File: src/rtl/router_fifo.sv
// Per-port output buffer of the 1x3 router: DEPTH x {hdr, byte} FIFO with
// header-tagged entries and a read-side packet-length counter for rd_busy.
module router_fifo #(
   parameter int unsigned DEPTH = 16,
   parameter int unsigned AW    = 4
) (
   input  logic       clock,
   input  logic       resetn,
   input  logic       soft_reset,
   input  logic       write_enb,
   input  logic       read_enb,
   input  logic       lfd_state,
   input  logic [7:0] data_in,
   output logic       full,
   output logic       empty,
   output logic       rd_busy,
   output logic [7:0] data_out
);

   logic [7:0]       r_mem_byte [DEPTH];
   logic [DEPTH-1:0] r_mem_hdr;
   logic [AW:0]      r_wr_ptr;
   logic [AW:0]      r_rd_ptr;
   logic [6:0]       r_rd_cnt;
   logic [7:0]       r_data_out;

   logic             w_do_wr;
   logic             w_do_rd;
   logic             w_flush;
   logic [AW-1:0]    w_wr_idx;
   logic [AW-1:0]    w_rd_idx;
   logic [7:0]       w_rd_byte;
   logic             w_rd_hdr;
   logic [6:0]       w_hdr_len;

   assign w_wr_idx  = r_wr_ptr[AW-1:0];
   assign w_rd_idx  = r_rd_ptr[AW-1:0];
   assign empty     = (r_wr_ptr == r_rd_ptr);
   assign full      = (w_wr_idx == w_rd_idx) && (r_wr_ptr[AW] != r_rd_ptr[AW]);
   assign w_flush   = !resetn || soft_reset;
   assign w_do_wr   = write_enb && !full;
   assign w_do_rd   = read_enb && !empty;
   assign w_rd_byte = r_mem_byte[w_rd_idx];
   assign w_rd_hdr  = r_mem_hdr[w_rd_idx];
   // Header length field plus one for the trailing parity byte.
   assign w_hdr_len = {1'b0, w_rd_byte[7:2]} + 7'd1;

   assign rd_busy   = (r_rd_cnt != 7'd0);
   assign data_out  = r_data_out;

   // Byte storage is never cleared; only the hdr tags and pointers are.
   always_ff @(posedge clock) begin
      if (!w_flush && w_do_wr) begin
         r_mem_byte[w_wr_idx] <= data_in;
      end
   end

   always_ff @(posedge clock) begin
      if (w_flush) begin
         r_mem_hdr <= '0;
         r_wr_ptr  <= '0;
      end else if (w_do_wr) begin
         r_mem_hdr[w_wr_idx] <= lfd_state;
         r_wr_ptr            <= r_wr_ptr + {{AW{1'b0}}, 1'b1};
      end
   end

   always_ff @(posedge clock) begin
      if (w_flush) begin
         r_rd_ptr   <= '0;
         r_rd_cnt   <= 7'd0;
         r_data_out <= 8'h00;
      end else if (w_do_rd) begin
         r_rd_ptr   <= r_rd_ptr + {{AW{1'b0}}, 1'b1};
         r_data_out <= w_rd_byte;
         if (w_rd_hdr) begin
            r_rd_cnt <= w_hdr_len;
         end else if (r_rd_cnt != 7'd0) begin
            r_rd_cnt <= r_rd_cnt - 7'd1;
         end
      end
   end

endmodule
File: config.mk
export PLATFORM = sky130hd
export DESIGN_NAME = router_fifo
export DESIGN_NICKNAME = d
export VERILOG_FILES = /design/src/rtl/router_fifo.sv
export SDC_FILE = /design/constraint.sdc
export NUM_CORES = 1
export LEC_CHECK = 0
export ABC_CLOCK_PERIOD_IN_PS = 2540
export CAP_MARGIN = 20
export CORE_UTILIZATION = 55
export CTS_CLUSTER_DIAMETER = 30
export DETAILED_ROUTE_END_ITERATION = 10
export GPL_ROUTABILITY_DRIVEN = 0
export PLACE_DENSITY = 0.76
export RECOVER_POWER = 50
export SYNTH_ARGS = -nofsm -noshare
export SYNTH_HDL_FRONTEND = slang
export SYNTH_SLANG_ARGS = --single-unit
File: constraint.sdc
create_clock -name clock -period 2.54 [get_ports clock]
set_input_delay 0.254 -clock clock [delete_from_list [all_inputs] [get_ports clock]]
set_output_delay 0.254 -clock clock [all_outputs]
set_load 0.02 [all_outputs]
# After elaboration in Yosys (flattened, before gate mapping)
# Memories as Yosys holds them, arrays and structs flattened. A register that Yosys moved wholly into a read port is not among the register bits.
# Index checks and enable logic that the tools add are counted.
[classes] magnitude_cmp=3 n_div=0 multipliers=0 add_sub_neg=4 bitwise=0 n_shift=0 eq_ne=3 n_mux=11 n_reduce_logical=13
[ops] operator="$bwmux W16" count=1
[ops] operator="$mux W7" count=2
[ops] operator="$add A5 B1 Y5 const B" count=2
[ops] operator="$lt A4 B5 Y1 const B" count=2
[ops] operator="$mux W4" count=2
[ops] operator="$add A6 B1 Y7 const B" count=1
[ops] operator="$reduce_bool A7 Y1" count=1
[ops] operator="$sub A7 B1 Y7 const B" count=1
[ops] operator="$eq A5 B5 Y1" count=1
[ops] operator="$logic_and A1 B1 Y1" count=5
[ops] operator="$bmux W1 S4" count=1
[ops] operator="$demux W1 S4" count=1
[ops] operator="$eq A4 B4 Y1" count=1
[ops] operator="$ge A4 B1 Y1 const B" count=1
[ops] operator="$logic_not A1 Y1" count=4
[ops] operator="$mux W1" count=4
[ops] operator="$reduce_and A2 Y1" count=1
[ops] operator="$reduce_bool A2 Y1" count=1
[ops] operator="$logic_or A1 B1 Y1" count=1
[ops] operator="$ne A1 B1 Y1" count=1
[totals] memories=1 latchBits=0 mem_bits_rw=128 inputBits=14 out_inout_bits=11 romBits=0 wordCells=40 register_bits=41
[memory_table] memory="r_mem_byte" depth=16 word_bits=8 rd=1 rd_clocked_by_memory_dff=1 wr=1 line="20" rtl="logic [7:0] r_mem_byte [DEPTH];"

# Logic depth before layout (Yosys ltp)
# Gate-level depths: netlist of run 1.
[logic_depth] word_depth=7 mapped_depth=10 depth_no_buf=8

# Worst setup path before layout of run 1
# Ideal clock, no wire load.
[synth_timing] path_type="reg2reg" from="reg r_wr_ptr[2]" to="mem r_mem_byte[2][0] (enable)" t_required_ps=2170 n_path_buf=2 setup_time_ps=370 stages_incl_launch_ff=8 t_arrival_ps=1992 setup_slack_ps=178 cell_sequence="dfxtp_1 clkbuf_1 xor2_1 nor4_1 a21boi_1 clkbuf_1 nand2_1 nor2_1"
[synth_between] elab_chain_cells=7
[synth_rtl] item="from (decl)" line="22" rtl="logic [AW:0] r_wr_ptr;"
[synth_rtl] item="from (signal assigned)" line="64" rtl="r_wr_ptr <= r_wr_ptr + {{AW{1'b0}}, 1'b1};"
[synth_rtl] item="$eq A4 B4 Y1" line="39" rtl="assign full = (w_wr_idx == w_rd_idx) && (r_wr_ptr[AW] != r_rd_ptr[AW]);"
[synth_rtl] item="$logic_and A1 B1 Y1" line="39"
[synth_rtl] item="$logic_not A1 Y1" line="41" rtl="assign w_do_wr = write_enb && !full;"
[synth_rtl] item="$logic_and A1 B1 Y1" line="41"
[synth_rtl] item="$logic_and A1 B1 Y1" line="53" rtl="if (!w_flush && w_do_wr) begin"
[synth_rtl] item="$mux W1" line="53"
[synth_rtl] item="$mux W1 (implied by the code)" line="54" rtl="r_mem_byte[w_wr_idx] <= data_in;"
[synth_rtl] item="to (decl)" line="20"
# Parallel ways exist; a longest one is shown, timed or not.

# Worst setup path after layout of run 1
[layout_timing] from="reg r_wr_ptr[1]" to="out full"
[layout_between] elab_chain_cells=2
[layout_rtl] item="$eq A4 B4 Y1" line="39"
[layout_rtl] item="$logic_and A1 B1 Y1" line="39"
[layout_rtl] item="to (decl)" line="14" rtl="output logic full,"
# Every way passes these cells.

==> impl_metrics.ini, run 1 <==
[clock_tree]
cts.path.max_buffers = 2
cts_max_level = 4
cts-root-buf = clkbuf_16
ctsHoldBuffers = 0
clk_latency_ns = 0.43
cts_tree = yes
cts_made_buffers = 17
cts.clk_slew.worst_paths_ns = 0.07
cts_num_sinks = 173

[setup_path]
reg2reg_depth = 7
crit_chain = xor2_1, nor4_2, buf_4, and2_1, clkdlybuf4s50_1
end_kind = output port
critical_path.top_delay_family = buffers and inverters
cp.arrival_ns = 2.26
cp_slowest_stage_delay_ns = 0.60
critPathBufInv = 2
cp.required_ns = 2.29
cp_max_fo = 5
cp-start-kind = register
critPathSlowestCell = clkdlybuf4s50_1
critPathKind = reg2out
cp.depth = 5

[cells_and_area]
layout.cells.non_filler = 717
num_antenna_cells = 0
drive_gt1_share_pct = 20.73
areaGrowthSynthToFinish_pct = 17.91
final_util_pct = 66.53
fin_area_sq_um = 8396
fin_nets = 555

[routing]
num_vias = 4255
ant_nets = 0
vias_per_cell = 5.934
drt_iter0_markers = 383
totalWireLength_um = 15450
drtPass1Iterations = 5
drcViolationCount = 0
post_drt_wl_per_cell_um = 21.55

[logic_synthesis]
ys_ff_latch = 173
yosys.area.top_type = edfxtp_1
synth_area_per_cell_sq_um = 14.87
ys_types = 41
syn_nets = 501
synth.top_cell.area_share_pct = 53.98
seq_area_frac_synth_pct = 66.63
ys_warn_count = 0
netlist_instances = 479
synthTopCellsByArea = edfxtp_1 54%, dfxtp_1 13%, mux4_2 9.2%, mux4_1 3.3%, nor2_1 2.8%
synth_area_sq_um = 7121

[power]
seqPwrFrac_pct = 52.1
total_power_mw = 5.840
cellPowerDensity_nw_per_um2 = 695.6
vdd_ir_drop_max_v = 0.0004765
leakage_nw = 2.776
power.share.switching_pct = 21.41
power_frac_clock_pct = 44.5
intPower_mw = 4.589
p_comb_share_pct = 3.4
p_switching_mw = 1.250

[timing]
final_hold_viol_count = 0
setup_violations = 0
maxSlewViolCount = 0
fmax_mhz = 397.8
worst_pin_slew_ns = 0.6027
slew_headroom_pct = 59.69
fin_crit_sh_pct = 98.97
rsz0062_at_grt = yes
final.setup_skew_ns = 0.009475
fin_crit_ns = 2.514

[floorplan]
initial_core_util_pct = 56.42
dieHeight_um = 115.8
fp-row-count = 41
die_w_um = 115.8
die-area_sq_um = 13410
ioPinCount = 25
core_sq_um = 12620

[place]
placed_cells = 685
dp_hpwl_um = 9799
placed_cell_area_sq_um = 7739
place.port_buffers = 24

[min_path]
min_path_type = reg2reg
hold_depth = 2

[grt]
antenna_found_initial = 0
grt_max_degree = 43
gr-total-overflow = 0
grt_first_pass_wirelength_um = 23570
grt_pass1_vias = 4239
track_usage_pct = 25.06

[run_status]
status = finished, final reports clean

[flow_run]
maxCapViolCount = 0
state kept, by name, indices dropped and copies added (netlist names), named ones only:
register and cells:
data_out 8, r_mem_byte 128, r_mem_hdr 16, r_rd_cnt 7
r_rd_ptr 5, r_wr_ptr 5
cell families (layout without fill, tap and decap cells):
kind of cell,after synthesis,after routing,synth area share [%]
DFF,173,173,66.63
and+or+nand+nor,136,136,8.259
AOI/OAI and AO/OA,65,65,5.535
muxes,47,47,13.76
buffers and inverters,32,98,2.196
xor gates and xnor gates,18,18,2.214
adders and majority gates,8,8,1.406
area by class of cell:
class / count / area [sq um]
Timing Repair Buffer: 61 / 570.5
Tap cell: 172 / 215.2
Clock inverter: 13 / 155.1
Inverter: 6 / 22.52
Sequential cell: 173 / 4750
Clock buffer: 18 / 429.2
Multi-Input combinational cell: 274 / 2253
Fill cell: 885 / 4224
path summary, 6_finish.rpt:
| path | from | endpoint | slack, ns |
|---|---|---|---|
| min | data_out[3] | data_out[3] | 0.45 |
| max | r_wr_ptr[1] | full | 0.03 |
| max reg2reg | register | r_rd_cnt[5] | 0.08 |
| min reg2reg | data_out[3] | data_out[3] | 0.45 |
worst reg2reg max path: cells and delay by family (launching register included):
family,cells,cell delay [ns]
DFF,1,0.53
AOI/OAI and AO/OA,3,0.58
and+or+nand+nor,4,1.29
repair_timing:
action | CTS | global route
buffers inserted | 0 | 0
gates cloned | 1 | 0
setup endpoints to repair | 4 | 46
pin swaps | 0 | 1
gates resized for setup | 6 | 8
synth_stat cells:
| cell | count |
|---|---|
| edfxtp_1 | 128 |
| nor2_1 | 53 |
| nand2_1 | 50 |
| dfxtp_1 | 45 |
| mux4_2 | 29 |
| a21oi_1 | 26 |
| clkbuf_1 | 14 |
| o21ai_0 | 14 |
| a22oi_1 | 13 |
| xor2_1 | 12 |
| mux2i_1 | 9 |
| mux4_1 | 9 |
| nand3_1 | 9 |
| ha_1 | 8 |
| inv_1 | 6 |
| xnor2_1 | 6 |
| buf_1 | 4 |
| buf_2 | 4 |
| nand4_1 | 4 |
| and2_1 | 3 |
| nand2b_1 | 3 |
| nor2b_1 | 3 |
| or4_1 | 3 |
| a21boi_1 | 2 |
| a221oi_1 | 2 |
| a31oi_1 | 2 |
| buf_4 | 2 |
| nor3_1 | 2 |
| or2_2 | 2 |
| a211oi_1 | 1 |
| a21bo_2 | 1 |
| a311oi_1 | 1 |
| a31o_1 | 1 |
| a32oi_1 | 1 |
| buf_12 | 1 |
| buf_6 | 1 |
| nand4b_1 | 1 |
| nor4_1 | 1 |
| nor4b_1 | 1 |
| o211ai_1 | 1 |
| or3_1 | 1 |
power by group through the flow:
stage / combinational [mW] / clock [mW] / sequential, mW
finish: 0.199 / 2.60 / 3.04
global route: 0.216 / 2.74 / 3.04
CTS: 0.200 / 2.61 / 3.05
detailed placement: 0.195 / 0 / 3.11
global placement: 0.188 / 0 / 3.11
floorplan: 0.0986 / 0 / 3.11
placed cells by master (no fill, tap or decap), types with 4 or more instances in the layout:
cell	netlist	final
nand2_1	50	49
clkdlybuf4s50_1	0	12
nand4_1	4	4
a21oi_1	26	26
inv_1	6	6
nor2_1	53	53
xnor2_1	6	6
a22oi_1	13	10
xor2_1	12	12
dfxtp_2	0	4
dlygate4sd3_1	0	11
edfxtp_1	128	128
mux2i_1	9	9
mux4_2	29	30
o21ai_0	14	14
ha_1	8	8
buf_4	2	34
clkbuf_16	0	17
nand3_1	9	9
dfxtp_1	45	41
inv_6	0	5
mux4_1	9	8
layer usage:
layer	global-route usage [%]	vias up	part of all wire (%)
met5	0	-	0
met1	31.11	2130	41
met2	41.23	170	51
met4	10.85	0	2.1
li1	-	1927	-
met3	7.270	28	6.0
through the flow:
stage	hold WS [ns]	worst slack, ns	TNS, ns
final	0.4538	0.02604	0
after global routing	0.4728	-0.09225	-0.1995
after CTS	0.4578	0.02525	0
after detailed placement	0.4482	-0.01352	-0.01352
after global placement	0.4434	0.1249	0
after floorplan	0.3529	0.1777	0
Note: power is estimated with default switching activity, not from simulation.
==> inputs of run 2 (changes only) <==
- ABC_CLOCK_PERIOD_IN_PS: 2540 -> 2480
- CORE_UTILIZATION: 55 -> 60
- CTS_CLUSTER_DIAMETER: 30 -> 100
- PLACE_DENSITY: 0.76 -> 0.78
- clock period: 2.54 -> 2.48 ns (I/O delays scaled with it)
==> run 2 against run 1 <==
Against the previous run:
- the flow now finishes with violations (design-rule violations)
- largest power group unchanged
- wire length grew 1.8%
- worst hold slack lost 0.0036 ns
- setup slack gained 0.013 ns
- cell count shrank 3.6%
- sequential power grew 3%
- critical path depth grew 2
- via count grew 3.0%
- first-iteration DRC count grew 19%
- non-clock buffer count grew 3
- clock power shrank 9.2%
- clock skew shrank 0.0031 ns
- register-to-register slack lost 0.04 ns
==> impl_metrics.ini, run 2 (same netlist as run 1, synthesis figures left out) <==
[clock_tree]
cts.path.max_buffers = 2
cts_tree = yes
cts_max_level = 4
cts.clk_slew.worst_paths_ns = 0.07
cts-root-buf = clkbuf_16
cts_made_buffers = 17
cts_num_sinks = 173
clk_latency_ns = 0.43

[cells_and_area]
num_antenna_cells = 0
drive_gt1_share_pct = 21.35
largest_reg_flops = 128
top_register = r_mem_byte
fillers = 697
multi_input_area_sq_um = 2268
areaGrowthSynthToFinish_pct = 17.27
mostFrequentLayoutCells = 128 x edfxtp_1, 52 x nor2_1, 48 x nand2_1, 40 x dfxtp_1, 33 x buf_4
final_common_cell = edfxtp_1
seqCellArea_sq_um = 4756
fin_nets = 558

[setup_path]
r2r_setup_slack_ns = 0.04
r2r_end = r_rd_cnt[5]
cp.arrival_ns = 2.81
cp.required_ns = 2.85
critPathSlowestCell = mux4_1
crit_chain = buf_12, mux4_1, a22oi_2, nand2_1, or4_1, a311oi_2, a31o_1
cp_slowest_stage_delay_ns = 0.61
reg2reg_depth = 7
end_kind = register
critical_path.top_delay_family = simple AND/OR/NAND/NOR gates
critPathBufInv = 1
cp-start-kind = register
critPathKind = reg2reg
cp_max_fo = 9

[timing]
slew_headroom_pct = 61.88
fmax_mhz = 409.6
rsz0062_at_grt = yes
setup_violations = 0
final_hold_viol_count = 0
worst_pin_slew_ns = 0.5700
maxSlewViolCount = 0
fin_setup_tns_ns = 0
fin_crit_sh_pct = 98.44
layout_setup_ws_ns = 0.03881
final.setup_skew_ns = 0.006419
fin_crit_ns = 2.441

[power]
power.share.switching_pct = 21.22
intPower_mw = 4.476
leakage_nw = 2.787
power_frac_clock_pct = 41.5
seqPwrFrac_pct = 54.9
vdd_ir_drop_max_v = 0.0006398
cellPowerDensity_nw_per_um2 = 680.4
p_switching_mw = 1.206
p_comb_share_pct = 3.6

[routing]
post_drt_wl_per_cell_um = 22.77
drtPass1Iterations = 8
ant_nets = 0
drcViolationCount = 6
vias_per_cell = 6.344
num_vias = 4384
drt_iter0_markers = 455
totalWireLength_um = 15730

[place]
dp_hpwl_um = 9895
place.port_buffers = 24
pre_cts_ws_ns = 0.04534

[grt]
track_usage_pct = 27.82
antenna_found_initial = 0
grt_pass1_vias = 4329
grt_max_degree = 43
gr-total-overflow = 0
grt_first_pass_wirelength_um = 24470

[floorplan]
initial_core_util_pct = 61.83
dieHeight_um = 110.9
fp-row-count = 39
ioPinCount = 25
core_sq_um = 11520
die_w_um = 110.9
die-area_sq_um = 12310

[run_status]
status = finished with violations
violations = design-rule violations

[min_path]
hold_path.startpoint = data_out[2]
hold_depth = 2
min_path_type = reg2reg
min_to = data_out[2]

[flow_run]
maxCapViolCount = 0
## run 2: per-layer routing
| metal | global-route usage, % | share of wire, % |
|---|---|---|
| met1 | 35.20 | 38 |
| met2 | 46.42 | 52 |
| met3 | 7.490 | 7.9 |
| met4 | 10.14 | 2.3 |
| met5 | 0 | 0 |
## run 2: how the worst max path moves through the flow
stage | end | slack (ns) | cells after the start
2_1_floorplan | r_mem_byte[2][0] | 0.12 | 7
4_1_cts | empty | 0.01 | 5
5_1_grt | r_rd_cnt[5] | -0.02 | 7
3_5_place_dp | r_rd_cnt[5] | 0.05 | 7
3_3_place_gp | r_rd_cnt[5] | 0.09 | 7
6_report | r_rd_cnt[5] | 0.04 | 7
## run 2: worst reg2reg max path: cells and delay by family, from the launching register on
family	cells	cell delay (ns)
flip-flops	1	0.38
multiplexers	1	0.61
AND/OR/NAND/NOR	2	0.63
buffers and inverters	1	0.15
AO/OA/AOI/OAI	3	0.61
## run 2: power by group through the flow
stage          combinational, mW  sequential, mW  clock, mW
2_1_floorplan              0.101            3.18          0
3_3_place_gp               0.189            3.18          0
3_5_place_dp               0.197            3.18          0
4_1_cts                    0.205            3.12       2.39
5_1_grt                    0.220            3.12       2.51
6_report                   0.203            3.12       2.36
## run 2: layout make-up
| class | instances | share of cell area [%] |
|---|---|---|
| inverter | 6 | 0.2697 |
| sequential | 173 | 56.95 |
| clock inverter | 12 | 1.094 |
| timing repair buffer | 64 | 7.192 |
| clock buffer | 19 | 5.184 |
| tap | 143 | 2.143 |
| multi-input combinational | 274 | 27.17 |
## run 2: what timing repair did
action	in CTS	in global routing
gates resized for setup	5	19
pin swaps	0	1
hold buffers	0	0
endpoints found under the setup margin	4	6
setup buffers	4	0
## run 2: per-stage QoR
stage | hold WS [ns] | cells | utilization, % | power, mW | instance area [sq um]
floorplan | 0.3469 | 479 | - | 3.283 | 7121
global placement | 0.4449 | 656 | 66.99 | 3.371 | 7715
detailed placement | 0.4456 | 656 | 66.99 | 3.379 | 7715
CTS | 0.4545 | 691 | 72.16 | 5.719 | 8310
global route | 0.4681 | 691 | 72.51 | 5.848 | 8351
finish | 0.4503 | 691 | 72.51 | 5.682 | 8351
==> inputs of run 3 (changes only) <==
- CORE_UTILIZATION: 60 -> 55
- PLACE_DENSITY: 0.78 -> 0.69
==> run 3 against run 2 <==
Against the previous run:
- sequential share of layout area decreased by 0.62 points
- maximum frequency up 2.6%
- critical path depth did not move
- die area is 8.9% higher
- power rose by 4.6%
- the flow now finishes without violations
- clock-buffer cell count shrank 2
- largest power group unchanged
- flip-flop and latch count unchanged
- critical path type unchanged
- via count decreased by 3.2%
==> impl_metrics.ini, run 3 (same netlist as run 1, synthesis figures left out) <==
[cells_and_area]
final_util_pct = 66.90
areaGrowthSynthToFinish_pct = 18.57
fin_nets = 562
num_antenna_cells = 0
mostFrequentLayoutCells = 128 x edfxtp_1, 53 x nor2_1, 50 x nand2_1, 38 x dfxtp_1, 37 x buf_4
top_register = r_mem_byte
drive_gt1_share_pct = 21.16
largest_reg_flops = 128
final_common_cell = edfxtp_1

[floorplan]
fp-row-count = 41
core_sq_um = 12620
ioPinCount = 25
initial_core_util_pct = 56.42
dieHeight_um = 115.8
die_w_um = 115.8
die-area_sq_um = 13410

[routing]
post_drt_wl_per_cell_um = 20.93
vias_per_cell = 5.851
drcViolationCount = 0
drt_iter0_markers = 390
drtPass1Iterations = 5
ant_nets = 0
totalWireLength_um = 15180
num_vias = 4242

[timing]
fin_crit_ns = 2.379
setup_violations = 0
rsz0062_at_grt = no
final.setup_skew_ns = 0.007606
worst_pin_slew_ns = 0.6689
fin_setup_tns_ns = 0
fmax_mhz = 420.4
slew_headroom_pct = 55.32
fin_crit_sh_pct = 95.93
maxSlewViolCount = 0
final_hold_viol_count = 0

[setup_path]
cp_max_fo = 6
cp.required_ns = 2.85
end_kind = register
cp-start-kind = register
critPathKind = reg2reg
cp.arrival_ns = 2.75

[place]
place.port_buffers = 24
dp_hpwl_um = 9951

[clock_tree]
cts_max_level = 4
cts.clk_slew.worst_paths_ns = 0.06
cts_tree = yes
clk_latency_ns = 0.43
cts-root-buf = clkbuf_16
cts_num_sinks = 173
cts_made_buffers = 17
cts.path.max_buffers = 2

[power]
p_comb_share_pct = 3.3
intPower_mw = 4.689
power_frac_clock_pct = 44.2
vdd_ir_drop_max_v = 0.0005163
power.share.switching_pct = 21.09
seqPwrFrac_pct = 52.5
p_switching_mw = 1.253
leakage_nw = 2.851
cellPowerDensity_nw_per_um2 = 703.9

[grt]
grt_pass1_vias = 4151
gr-total-overflow = 0
grt_max_degree = 41
track_usage_pct = 24.90
grt_first_pass_wirelength_um = 23430
antenna_found_initial = 0

[run_status]
status = finished, final reports clean

[min_path]
min_path_type = reg2reg

[flow_run]
maxCapViolCount = 0
==> run 3: cell count changes in the layout (fill, tap and decap cells not counted), moves of 2 or more <==
cell        change
buf_12          -2
buf_4           +4
bufinv_16       +2
clkinv_4        +3
clkinvlp_4      -2
dfxtp_1         -2
dfxtp_2         +3
nand2_1         +2
nand2_2         -2
==> run 3: what timing repair did <==
item	CTS	global route
resized for setup	8	11
pin swaps	0	3
gates cloned	0	0
setup buffers	0	1
hold buffers	0	0
setup endpoints to repair	3	6
==> run 3: final timing paths <==
kind,cells past startpoint,slack (ns),endpoint,start
max reg2reg,7,0.10,r_rd_cnt[5],register
min,2,0.45,data_out[6],data_out[6]
min reg2reg,2,0.45,data_out[6],data_out[6]
max,7,0.10,r_rd_cnt[5],register
==> run 3: layout make-up <==
type	instances	area, sq um
fillers	927	4177
clock inverters	15	162.7
inverters	6	22.52
repair buffers	68	599.3
clock buffers	17	425.4
flip-flops and latches	173	4756
multi-input cells	274	2262
well taps	172	215.2
==> run 3: stage by stage <==
stage / worst slack (ns) / total power [mW] / hold WS [ns] / instances / cell area [sq um]
2_1_floorplan: 0.1177 / 3.283 / 0.3469 / 479 / 7121
3_3_place_gp: 0.09058 / 3.378 / 0.4426 / 692 / 7804
3_5_place_dp: 0.06425 / 3.383 / 0.4476 / 692 / 7804
4_1_cts: 0.001357 / 5.992 / 0.4569 / 724 / 8412
5_1_grt: 0.006249 / 6.109 / 0.4760 / 725 / 8443
6_report: 0.1010 / 5.943 / 0.4508 / 725 / 8443
==> run 3: layer usage <==
layer	vias up	wire (um)	global-route usage (%)
met5	-	0	0
met4	0	415	10.43
met3	29	986	5.910
met2	160	7192	38.61
met1	2113	6582	34.15
li1	1940	-	-
==> run 3: power by group through the flow <==
stage | Sequential, mW | Combinational [mW] | Clock (mW)
after floorplan | 3.18 | 0.101 | 0
after global placement | 3.18 | 0.197 | 0
after detailed placement | 3.18 | 0.201 | 0
after CTS | 3.12 | 0.204 | 2.67
after global routing | 3.12 | 0.215 | 2.78
final | 3.12 | 0.198 | 2.63
==> run 3: worst max-delay path, stage by stage (launching register included) <==
cell,delay (ns)
dfxtp_1,0.40
nor2b_1,0.57
a22oi_1,0.19
nand2_1,0.20
nand3_1,0.14
or4_4,0.44
a311oi_2,0.25
a31o_1,0.13
